## src/rtl/ps2_key_decoder.sv

```systemverilog
// PS/2 keyboard receiver: synchronizes the keyboard clock/data, deframes 11-bit
// frames, and turns make/break scan codes into a held-key ASCII byte.
module ps2_key_decoder #(
  parameter int TIMEOUT_CYCLES = 50000
) (
  input  logic       iCLK,
  input  logic       iRST_n,
  input  logic       iPS2_CLK,
  input  logic       iPS2_DAT,
  output logic [7:0] oSCAN,
  output logic       oSCAN_VALID,
  output logic [7:0] oASCII,
  output logic       oKEY_VALID,
  output logic       oERR,
  output logic [1:0] oSTATE
);

  localparam int TW = $clog2(TIMEOUT_CYCLES + 1);

  typedef enum logic [1:0] {S_IDLE, S_DATA, S_PARITY, S_STOP} state_t;

  // Handshake: oSCAN_VALID/oKEY_VALID/oERR are single-cycle strobes with no ready;
  // oSCAN and oASCII are stable between strobes.
  logic [1:0]    clk_sync_q, dat_sync_q;
  logic          clk_prev_q;
  state_t        state_q, state_d;
  logic [2:0]    bit_cnt_q, bit_cnt_d;
  logic [7:0]    shift_q, shift_d;
  logic          par_err_q, par_err_d;
  logic [TW-1:0] tmo_q, tmo_d;
  logic [7:0]    scan_q, scan_d;
  logic [7:0]    ascii_q, ascii_d;
  logic          scan_valid_q, scan_valid_d;
  logic          key_valid_q, key_valid_d;
  logic          err_q, err_d;
  logic          brk_q, brk_d;
  logic          ext_q, ext_d;

  logic          fall, sample, accept;
  logic [8:0]    map;

  assign fall   = clk_prev_q & ~clk_sync_q[1];
  assign sample = dat_sync_q[1];

  function automatic logic [8:0] map_key(input logic [7:0] code);
    case (code)
      8'h15:   map_key = {1'b1, 8'h51};
      8'h1D:   map_key = {1'b1, 8'h57};
      8'h24:   map_key = {1'b1, 8'h45};
      8'h2D:   map_key = {1'b1, 8'h52};
      8'h1C:   map_key = {1'b1, 8'h41};
      8'h1B:   map_key = {1'b1, 8'h53};
      8'h23:   map_key = {1'b1, 8'h44};
      8'h29:   map_key = {1'b1, 8'h20};
      default: map_key = 9'h000;
    endcase
  endfunction

  assign map = map_key(shift_q);

  always_comb begin
    state_d      = state_q;
    bit_cnt_d    = bit_cnt_q;
    shift_d      = shift_q;
    par_err_d    = par_err_q;
    tmo_d        = '0;
    scan_d       = scan_q;
    ascii_d      = ascii_q;
    brk_d        = brk_q;
    ext_d        = ext_q;
    scan_valid_d = 1'b0;
    key_valid_d  = 1'b0;
    err_d        = 1'b0;
    accept       = 1'b0;

    case (state_q)
      S_IDLE: begin
        if (fall && !sample) begin
          state_d   = S_DATA;
          bit_cnt_d = 3'd0;
          par_err_d = 1'b0;
        end
      end
      S_DATA: begin
        if (fall) begin
          shift_d   = {sample, shift_q[7:1]};
          bit_cnt_d = bit_cnt_q + 3'd1;
          if (bit_cnt_q == 3'd7) state_d = S_PARITY;
        end
      end
      S_PARITY: begin
        if (fall) begin
          if (!(^{shift_q, sample})) par_err_d = 1'b1;
          state_d = S_STOP;
        end
      end
      S_STOP: begin
        if (fall) begin
          state_d = S_IDLE;
          if (!sample || par_err_q) err_d = 1'b1;
          else accept = 1'b1;
        end
      end
      default: state_d = S_IDLE;
    endcase

    // Mid-frame watchdog: abandon the frame if the keyboard stops clocking.
    if (state_q != S_IDLE && !fall) begin
      if (tmo_q == TW'(TIMEOUT_CYCLES - 1)) begin
        state_d   = S_IDLE;
        bit_cnt_d = 3'd0;
        shift_d   = 8'h00;
        par_err_d = 1'b0;
        err_d     = 1'b1;
      end else begin
        tmo_d = tmo_q + TW'(1);
      end
    end

    if (accept) begin
      scan_d       = shift_q;
      scan_valid_d = 1'b1;
      if (shift_q == 8'hF0) begin
        brk_d = 1'b1;
      end else if (shift_q == 8'hE0) begin
        ext_d = 1'b1;
      end else if (ext_q) begin
        ext_d = 1'b0;
        brk_d = 1'b0;
      end else if (brk_q) begin
        if (map[8] && map[7:0] == ascii_q) ascii_d = 8'h00;
        brk_d = 1'b0;
      end else if (map[8]) begin
        ascii_d     = map[7:0];
        key_valid_d = 1'b1;
      end
    end
  end

  always_ff @(posedge iCLK or negedge iRST_n) begin
    if (!iRST_n) begin
      clk_sync_q   <= 2'b11;
      dat_sync_q   <= 2'b11;
      clk_prev_q   <= 1'b1;
      state_q      <= S_IDLE;
      bit_cnt_q    <= 3'd0;
      shift_q      <= 8'h00;
      par_err_q    <= 1'b0;
      tmo_q        <= '0;
      scan_q       <= 8'h00;
      ascii_q      <= 8'h00;
      scan_valid_q <= 1'b0;
      key_valid_q  <= 1'b0;
      err_q        <= 1'b0;
      brk_q        <= 1'b0;
      ext_q        <= 1'b0;
    end else begin
      clk_sync_q   <= {clk_sync_q[0], iPS2_CLK};
      dat_sync_q   <= {dat_sync_q[0], iPS2_DAT};
      clk_prev_q   <= clk_sync_q[1];
      state_q      <= state_d;
      bit_cnt_q    <= bit_cnt_d;
      shift_q      <= shift_d;
      par_err_q    <= par_err_d;
      tmo_q        <= tmo_d;
      scan_q       <= scan_d;
      ascii_q      <= ascii_d;
      scan_valid_q <= scan_valid_d;
      key_valid_q  <= key_valid_d;
      err_q        <= err_d;
      brk_q        <= brk_d;
      ext_q        <= ext_d;
    end
  end

  assign oSCAN       = scan_q;
  assign oSCAN_VALID = scan_valid_q;
  assign oASCII      = ascii_q;
  assign oKEY_VALID  = key_valid_q;
  assign oERR        = err_q;
  assign oSTATE      = state_q;

endmodule

```

## config.mk

```make
export PLATFORM = sky130hd
export DESIGN_NAME = ps2_key_decoder
export DESIGN_NICKNAME = d
export VERILOG_FILES = /design/src/rtl/ps2_key_decoder.sv
export SDC_FILE = /design/constraint.sdc
export NUM_CORES = 1
export LEC_CHECK = 0
export ABC_CLOCK_PERIOD_IN_PS = 4300
export BUFFER_PORTS_ARGS = -buffer_cell sky130_fd_sc_hd__buf_4
export CAP_MARGIN = 40
export CORE_MARGIN = 2
export CORE_UTILIZATION = 64
export CTS_CLUSTER_SIZE = 16
export DETAILED_ROUTE_END_ITERATION = 16
export PLACE_DENSITY = 0.88
export SETUP_SLACK_MARGIN = 0.3
export SLEW_MARGIN = 20
export SYNTH_ARGS = -nofsm -noshare
export SYNTH_HDL_FRONTEND = slang
export SYNTH_SLANG_ARGS = --single-unit
```

## constraint.sdc

```tcl
create_clock -name iCLK -period 4.3 [get_ports iCLK]
set_clock_uncertainty 0.2 [all_clocks]
set_input_delay 0.43 -clock iCLK [delete_from_list [all_inputs] [get_ports iCLK]]
set_output_delay 0.43 -clock iCLK [all_outputs]
set_load 0.01 [all_outputs]
```

Word level (Yosys, flattened, before mapping)

Cells that the tools add are included.

Register bits after elaboration: 56
Logic and storage cells: 100
Input port bits: 4

Reductions and logical operators: 13
Bitwise logic cells: 5
Eq/ne operators: 18
$add $sub $neg: 2
Muxes and demuxes: 47

Operator list:

| cell                                                             | count |
|---|---|
| 9-bit case mux with 8 select lines                               | 1 |
| 8-bit two-way mux                                                | 7 |
| 8-bit by 5-bit == test with 1-bit output (second input constant) | 4 |
| 8-bit by 6-bit == test with 1-bit output (second input constant) | 4 |
| 16-bit two-way mux                                               | 2 |
| 1-bit two-way mux                                                | 23 |
| 16-bit by 1-bit adder with 16-bit output (second input constant) | 1 |
| 16-bit == test (second input constant)                           | 1 |
| 8-bit == test (second input constant)                            | 2 |
| 2-bit two-way mux                                                | 7 |
| 3-bit two-way mux                                                | 4 |
| 9-bit XOR reduction                                              | 1 |
| 8-bit == test                                                    | 1 |
| 2-bit case mux with 4 select lines                               | 1 |
| 3-bit case mux with 2 select lines                               | 1 |
| 6-bit AND reduction                                              | 1 |
| 2-bit == test (second input constant)                            | 2 |
| 1-bit inverter                                                   | 4 |
| 2-bit AND reduction                                              | 2 |
| 2-bit nonzero test                                               | 2 |
| 3-bit by 1-bit adder with 3-bit output (second input constant)   | 1 |
| 3-bit == test (second input constant)                            | 1 |
| 1-bit logical AND                                                | 3 |
| 2-bit by 1-bit == test with 1-bit output (second input constant) | 1 |
| 7 further kinds                                                  | 8 |

Logic depth before layout (Yosys ltp)

Gate-level depths: netlist of the first run.

Depth after elaboration: 8
Mapped depth: 8

Least setup slack after synthesis of the first run

OpenSTA, ideal clock, no wires.

Path kind: register to register
From: register shift_q[6]
To: register ascii_q[4], in the netlist oASCII[4]
Data required time: 3,970 ps
Arrival: 1,936 ps
Stages on the path, launching flop included: 8
Setup slack: 2,034 ps
Buffers on the path: 1
Setup time: 130 ps
Cells stage by stage: dfrtp_1 -> buf_6 -> nor4b_4 -> o31ai_2 -> a2111oi_4 -> o2111a_1 -> o2111a_2 -> o221ai_2

Cells in the longest elaborated chain, start to end: 6
Elaborated cells on any way between the ends: 20

Ends and longest elaborated chain:

| element                                                                                              | line | source |
|---|---|---|
| start: declaration                                                                                   | 28   | `logic [7:0] shift_q, shift_d;` |
| start signal: assignment                                                                             | 163  | `shift_q <= shift_d;` |
| 8-bit by 6-bit == test with 1-bit output or 8-bit by 5-bit == test with 1-bit output (tied branches) | 46   | `case (code)` |
| 9-bit case mux with 8 select lines                                                                   | 46   |  |
| 8-bit == test                                                                                        | 131  | `if (map[8] && map[7:0] == ascii_q) ascii_d = 8'h00;` |
| 1-bit logical AND                                                                                    | 131  |  |
| 2-bit by 1-bit inequality test with 1-bit output (no line)                                           | -    |  |
| 6-bit AND reduction (no line)                                                                        | -    |  |
| end signal: assignment                                                                               | 167  | `ascii_q <= ascii_d;` |
| end: declaration                                                                                     | 32   | `logic [7:0] ascii_q, ascii_d;` |

Several ways; a longest one is shown, not always the timed one. The select of a mux whose other input is x is not followed.
A chain may end at the register's enable or synchronous reset.

Worst setup path in the final report of the first run

From: register clk_prev_q
To: register ascii_q[4], in the netlist oASCII[4]

Cells in the longest elaborated chain, start to end: 4

Ends and longest elaborated chain:

| element                       | line | source |
|---|---|---|
| start: declaration            | 25   | `logic clk_prev_q;` |
| start signal: assignment      | 160  | `clk_prev_q <= clk_sync_q[1];` |
| 1-bit bitwise AND             | 42   | `assign fall = clk_prev_q & ~clk_sync_q[1];` |
| 1-bit two-way mux             | 98   | `if (fall) begin` |
| 1-bit two-way mux             | 76   | `case (state_q)` |
| 6-bit AND reduction (no line) | -    |  |

Every way passes these cells.

==> results of run 1 <==
==> registers in the layout, summed over array words and instances, names as in the netlist <==
name / flops
par_err_q: 1
oSCAN_VALID: 1
shift_q: 8
brk_q: 1
ext_q: 1
dat_sync_q: 2
oKEY_VALID: 1
clk_prev_q: 1
oASCII: 6
clk_sync_q: 2
bit_cnt_q: 3
oERR: 1
oSTATE: 2
tmo_q: 16
oSCAN: 8
==> kinds of logic after synthesis <==
group | Yosys count
and+or+nand+nor | 131
AOI/OAI and AO/OA | 56
DFF | 54
buffers and inverters | 30
xor gates and xnor gates | 25
adders and majority gates | 3
other | 1
==> through the flow <==
step / area (sq um) / hold WS (ns)
4_1_cts: 3100 / 0.0198
3_3_place_gp: 2970 / 0.146
3_5_place_dp: 2980 / 0.149
6_report: 3100 / 0.0279
5_1_grt: 3100 / 0.0117
2_1_floorplan: 2840 / -0.0656
==> final cells by class <==
type                       count  area share
clock buffer                   8      0.0355
inverter                      13      0.0157
multi-input combinational    217       0.431
sequential                    54       0.438
tap                           52      0.0210
timing repair buffer          24      0.0589
==> path summary, 6_finish.rpt <==
check                         startpoint       endpoint  slack (ns)  depth (start not counted)
min in group asynchronous         iRST_n      tmo_q[11]        0.49                          2
max in group asynchronous         iRST_n      oASCII[4]        2.98                          2
min                             iPS2_DAT  dat_sync_q[0]        0.03                          1
max reg2reg                   clk_prev_q      oASCII[4]        1.55                          6
max                           clk_prev_q      oASCII[4]        1.55                          6
min reg2reg                clk_sync_q[0]  clk_sync_q[1]        0.16                          0
==> cells in the mapped netlist (3+ instances only) <==
master and number:
nand4_1 8, o21ai_0 12, buf_4 3, and3b_1 3
o31ai_1 6, xnor2_1 16, clkbuf_1 7, nor3_1 4
a21oi_1 17, ha_1 3, a22oi_1 3, dfrtp_1 49
buf_2 5, inv_1 12, nand3_1 5, nor2_1 31
dfstp_2 5, xor2_1 9, nor2b_1 3, nand2_1 56
==> routing by layer <==
layer	vias up	track usage	share of wire
met5	-	0	0
met4	0	0.0881	0.017
met3	7	0.0470	0.050
met2	70	0.345	0.46
met1	1011	0.328	0.47
li1	1053	-	-
==> worst max-delay path: cells and delay by family, from the launching register on <==
| kind | cells | cell delay [ns] |
|---|---|---|
| compound gates | 4 | 1.08 |
| flops | 1 | 0.53 |
| simple gates | 2 | 0.81 |
==> report_power, final <==
group / switching (mW) / leakage (nW) / total (mW) / internal (mW)
combinational: 0.116 / 0.578 / 0.236 / 0.120
sequential: 0.104 / 0.728 / 0.655 / 0.551
clock: 0.157 / 0.0575 / 0.320 / 0.163
==> what timing repair did <==
item / CTS / global route
endpoints found under the hold margin: 49 / 0
hold buffers: 1 / 0
resized for setup: 0 / 0
==> flow_metrics.env, run 1 <==
export IMPL_outcome="finished clean"
export IMPL_cp_start_kind="flop"
export IMPL_critical_path_required_ns=4.29
export IMPL_setup_slack_ns=1.55
export IMPL_cts_buffers_inserted=5
export IMPL_synth_yosys_warnings=0
export IMPL_cts_setup_buffers=0
export IMPL_synth_mux_area_frac=0
export IMPL_final_cells=368
export IMPL_totalPowerFinal_mw=1.21
export IMPL_power_density_mw_per_mm2=390
export IMPL_multi_input_comb_area_sq_mm=0.00134
export IMPL_number_of_global_route_vias_before_repair=2053
export IMPL_drc=0
export IMPL_htreeDepth=2
export IMPL_hold_viol_final=0
export IMPL_finalSetupViolations=0
export IMPL_end_kind="flop"
export IMPL_post_synth_inst_count=300
export IMPL_critical_path_max_stage_delay_ns=0.53
export IMPL_io_pins=25
export IMPL_regArea_sq_mm=0.00136
export IMPL_layout_cells_most_common="nand2_1"
export IMPL_clock_tree_root_cell="clkbuf_8"
export IMPL_maxClockFrequency_mhz=364
export IMPL_synthXorXnorAreaFrac=0.0772
export IMPL_finalCritPeriodShare=0.639
export IMPL_core_region_area_sq_mm=0.00432
export IMPL_synth_largest_type_area_fraction=0.432
export IMPL_grt_antenna_before_repair=0
export IMPL_nets=322
export IMPL_synth_compound_gate_area_share=0.143
export IMPL_drt_first_iter_violations=259
export IMPL_detail_route_wirelength_mm=5.24
export IMPL_dp_cells=359
export IMPL_syn_area_sq_mm=0.00284
export IMPL_clock_sinks=54
export IMPL_maximum_number_of_pins_on_one_net_before_global_route_repair=55
export IMPL_routability_congestion_estimate=0.888
export IMPL_final_min_clock_period_ns=2.75
export IMPL_overflow=0
export IMPL_dieArea_sq_mm=0.00498
export IMPL_numPortBuffers=22
export IMPL_synth_adder_area_share=0.0132
export IMPL_setup_worst_path_class="flop to flop"
export IMPL_dp_slack_ns=1.56
export IMPL_rsz0062_at_grt="no"
export IMPL_final_util=0.717
export IMPL_cts_buffer_depth=2
export IMPL_timing_worst_slew_pin_value_ns=0.645
export IMPL_timing_critical_path_arrival_ns=2.73
export IMPL_core_rowCount=24
export IMPL_netlist_top_cells_area="dfrtp_1 (43%), nand2_1 (7.4%), xnor2_1 (4.9%), dfstp_2 (4.6%), nor2_1 (4.1%)"
export IMPL_grt_pass1_wl_mm=9.11
export IMPL_post_synth_and_or_nand_nor_area_fraction=0.236
export IMPL_async_flop_share=1.00
export IMPL_synth_top_cell_by_area="dfrtp_1"
export IMPL_dp_hpwl_mm=3.69
export IMPL_synth_enable_flop_cells=0
export IMPL_antenna_violating_nets_post_route=0
export IMPL_synth_distinct_cells=52
export IMPL_worst_path_max_delay_cell="dfstp_2"
export IMPL_ys_seq_area_frac=0.479
export IMPL_synth_top_family_by_area="simple AND/OR/NAND/NOR gates"
export IMPL_avgSynthCellArea_sq_um=9.45
export IMPL_die_width_um=70.6
export IMPL_postSynth_topFlopCell="dfrtp_1"
export IMPL_via_count=2141
export IMPL_vdd_ir_drop_max_uv=278
export IMPL_worst_skew_pair_late_latency_ns=0.31
export IMPL_cts_tree="yes"
export IMPL_floorplan_die_height_um=70.6
export IMPL_cap_violations=0
export IMPL_insertedDiodeCount=0
export IMPL_syn2layout_area_growth_pct=9.36
export IMPL_hold_class="input port to flop"
export IMPL_slew_viol_final=0
export IMPL_first_pass_iters=4
export IMPL_yosys_register_bits=54
export IMPL_crit_path_max_fanout=12
export IMPL_groute_usage_overall=0.228
export IMPL_fill_cell_total_of_the_finished_layout=312
export IMPL_static_leakage_power_nw=1.36
export IMPL_timing_slew_headroom=0.570
export IMPL_drive_gt1_frac=0.146
export IMPL_dr_wl_cell_um=14.2
export IMPL_initial_utilization=0.656
export IMPL_final_cell_mix="nand2_1 (56), dfrtp_1 (49), nor2_1 (31)"
export IMPL_critical_path_cell_by_cell="nor2b_1 -> nand4_1 -> a2111oi_4 -> o2111a_1 -> o2111a_2 -> o221ai_2"
export IMPL_avgViaCountPerCell=5.82
export IMPL_finalSetupTns_ns=0
export IMPL_cts_reportedPaths_clkPinSlew_ns=0.09
Power figures use the tool's default switching activity.
==> run 2, diff against run 1 <==
- ABC_CLOCK_PERIOD_IN_PS: 4300 -> 2400
- CORE_UTILIZATION: 64 -> 53
- PLACE_DENSITY: 0.88 -> 0.78
- clock period: 4.3 -> 2.4 ns (I/O delays scaled with it)
==> flow_metrics.env, run 2 (synthesis results as in run 1) <==
export IMPL_rsz0062_at_grt="yes"
export IMPL_grt_pass1_wl_mm=10.5
export IMPL_clock_sinks=54
export IMPL_slew_viol_final=0
export IMPL_core_rowCount=26
export IMPL_die_width_um=77.1
export IMPL_cts_buffer_depth=2
export IMPL_cap_violations=0
export IMPL_dp_slack_ns=0.0267
export IMPL_groute_usage_overall=0.219
export IMPL_multi_input_comb_area_sq_mm=0.00146
export IMPL_met1_wire_length_mm=2.74
export IMPL_maxClockFrequency_mhz=439
export IMPL_io_pins=25
export IMPL_avgViaCountPerCell=5.63
export IMPL_core_region_area_sq_mm=0.00514
export IMPL_grt_antenna_before_repair=0
export IMPL_regMostFlops="tmo_q"
export IMPL_initial_utilization=0.552
export IMPL_reg2reg_slack_ns=0.12
export IMPL_timing_slew_headroom=0.562
export IMPL_cts_reportedPaths_clkPinSlew_ns=0.10
export IMPL_post_dp_cell_area_sq_mm=0.00313
export IMPL_hold_worst_slack_ns=0.162
export IMPL_drive_gt1_frac=0.250
export IMPL_static_leakage_power_nw=1.48
export IMPL_drt_first_iter_violations=256
export IMPL_final_cell_mix="nand2_1 (56), dfrtp_1 (42), buf_4 (42)"
export IMPL_cell_count_of_the_worst_reg_to_reg_path=6
export IMPL_layout_cells_most_common="nand2_1"
export IMPL_drc=0
export IMPL_number_of_global_route_vias_before_repair=2219
export IMPL_worst_setup_path_startpoint="shift_q[7]"
export IMPL_dieArea_sq_mm=0.00595
export IMPL_met2_wirelength_mm=3.08
export IMPL_largest_register_ff_count=16
export IMPL_routability_congestion_estimate=0.852
export IMPL_setup_slack_ns=0.120
export IMPL_first_pass_iters=4
export IMPL_design_area_sq_mm=0.00343
export IMPL_hold_viol_final=0
export IMPL_finalCritPeriodShare=0.950
export IMPL_cp_top_family="compound AO/OA/AOI/OAI gates"
export IMPL_final_min_clock_period_ns=2.28
export IMPL_antenna_violating_nets_post_route=0
export IMPL_floorplan_die_height_um=77.1
export IMPL_insertedDiodeCount=0
export IMPL_clock_tree_root_cell="clkbuf_8"
export IMPL_dp_hpwl_mm=4.07
export IMPL_end_kind="flop"
export IMPL_routed_wl_met3_um=341
export IMPL_nets=346
export IMPL_outcome="finished clean"
export IMPL_critical_path_required_ns=2.38
export IMPL_cts_buffers_inserted=5
export IMPL_worstHoldPathCells=0
export IMPL_totalPowerFinal_mw=2.41
export IMPL_fill_cell_total_of_the_finished_layout=420
export IMPL_maximum_number_of_pins_on_one_net_before_global_route_repair=55
export IMPL_worst_r2r_startpoint="shift_q[7]"
export IMPL_worstReg2RegEnd="oASCII[4]"
export IMPL_worst_path_max_delay_cell="dfrtp_2"
export IMPL_highest_layer_used_for_signal_routing="met4"
export IMPL_min_delay_start="clk_sync_q[0]"
export IMPL_timing_critical_path_arrival_ns=2.26
export IMPL_worst_hold_path_endpoint="clk_sync_q[1]"
export IMPL_dr_wl_cell_um=15.2
export IMPL_critical_path_max_stage_delay_ns=0.46
export IMPL_overflow=0
export IMPL_finalSetupViolations=0
export IMPL_detail_route_wirelength_mm=6.24
export IMPL_timing_worst_slew_pin_value_ns=0.656
export IMPL_setup_worst_path_class="flop to flop"
export IMPL_worst_skew_pair_late_latency_ns=0.30
export IMPL_syn2layout_area_growth_pct=21.1
export IMPL_cts_tree="yes"
export IMPL_cp_start_kind="flop"
export IMPL_hold_class="flop to flop"
export IMPL_numPortBuffers=22
export IMPL_via_count=2308
export IMPL_power_density_mw_per_mm2=702
export IMPL_vdd_ir_drop_max_uv=423
export IMPL_critical_path_cell_by_cell="nor4b_4 -> o31ai_4 -> a2111oi_4 -> o2111a_1 -> o2111a_2 -> o221ai_2"
export IMPL_critPathBufInv=0
export IMPL_final_util=0.668
export IMPL_crit_path_max_fanout=6
export IMPL_htreeDepth=2
export IMPL_regArea_sq_mm=0.00137
## run 2: repair_timing
action / CTS / global route
buffers inserted: 3 / 0
gates cloned: 2 / 0
gates resized for setup: 19 / 11
hold endpoints to repair: 51 / 0
pin swaps: 8 / 4
endpoints found under the setup margin: 31 / 37
hold buffers: 3 / 0
## run 2: final cells by class
class	instances	share of cell area
timing repair buffer	46	0.104
clock buffer	6	0.0211
sequential	54	0.398
tap	70	0.0255
inverter	13	0.0149
multi-input combinational	219	0.426
clock inverter	2	0.0109
## run 2: worst max-delay path by stage
stage / cells after the start / to
floorplan: 7 / oASCII[4]
global placement: 6 / par_err_q
detailed placement: 6 / par_err_q
CTS: 6 / oASCII[4]
global route: 6 / oASCII[0]
finish: 6 / oASCII[4]
## run 2: power by group
part / switching [mW] / internal [mW]
Combinational: 0.351 / 0.349
Sequential: 0.123 / 0.997
Clock: 0.281 / 0.311
Total: 0.755 / 1.66
## run 2: metal layers
layer,global-route usage,vias to the layer above
met1,0.292,1115
met4,0.0643,0
met5,0,-
met2,0.367,78
met3,0.0376,9
li1,-,1106
## run 2: metrics by stage
| step | instances | TNS [ns] |
|---|---|---|
| 2_1_floorplan | 301 | 0 |
| 3_3_place_gp | 394 | 0 |
| 3_5_place_dp | 394 | 0 |
| 4_1_cts | 410 | 0 |
| 5_1_grt | 410 | -0.0420 |
| 6_report | 410 | 0 |
## run 2: worst register-to-register path, delay by kind of cell, from the launching register on
| kind | cells | cell delay (ns) |
|---|---|---|
| AO/OA/AOI/OAI | 5 | 1.10 |
| flip-flops | 1 | 0.46 |
| AND/OR/NAND/NOR | 1 | 0.39 |
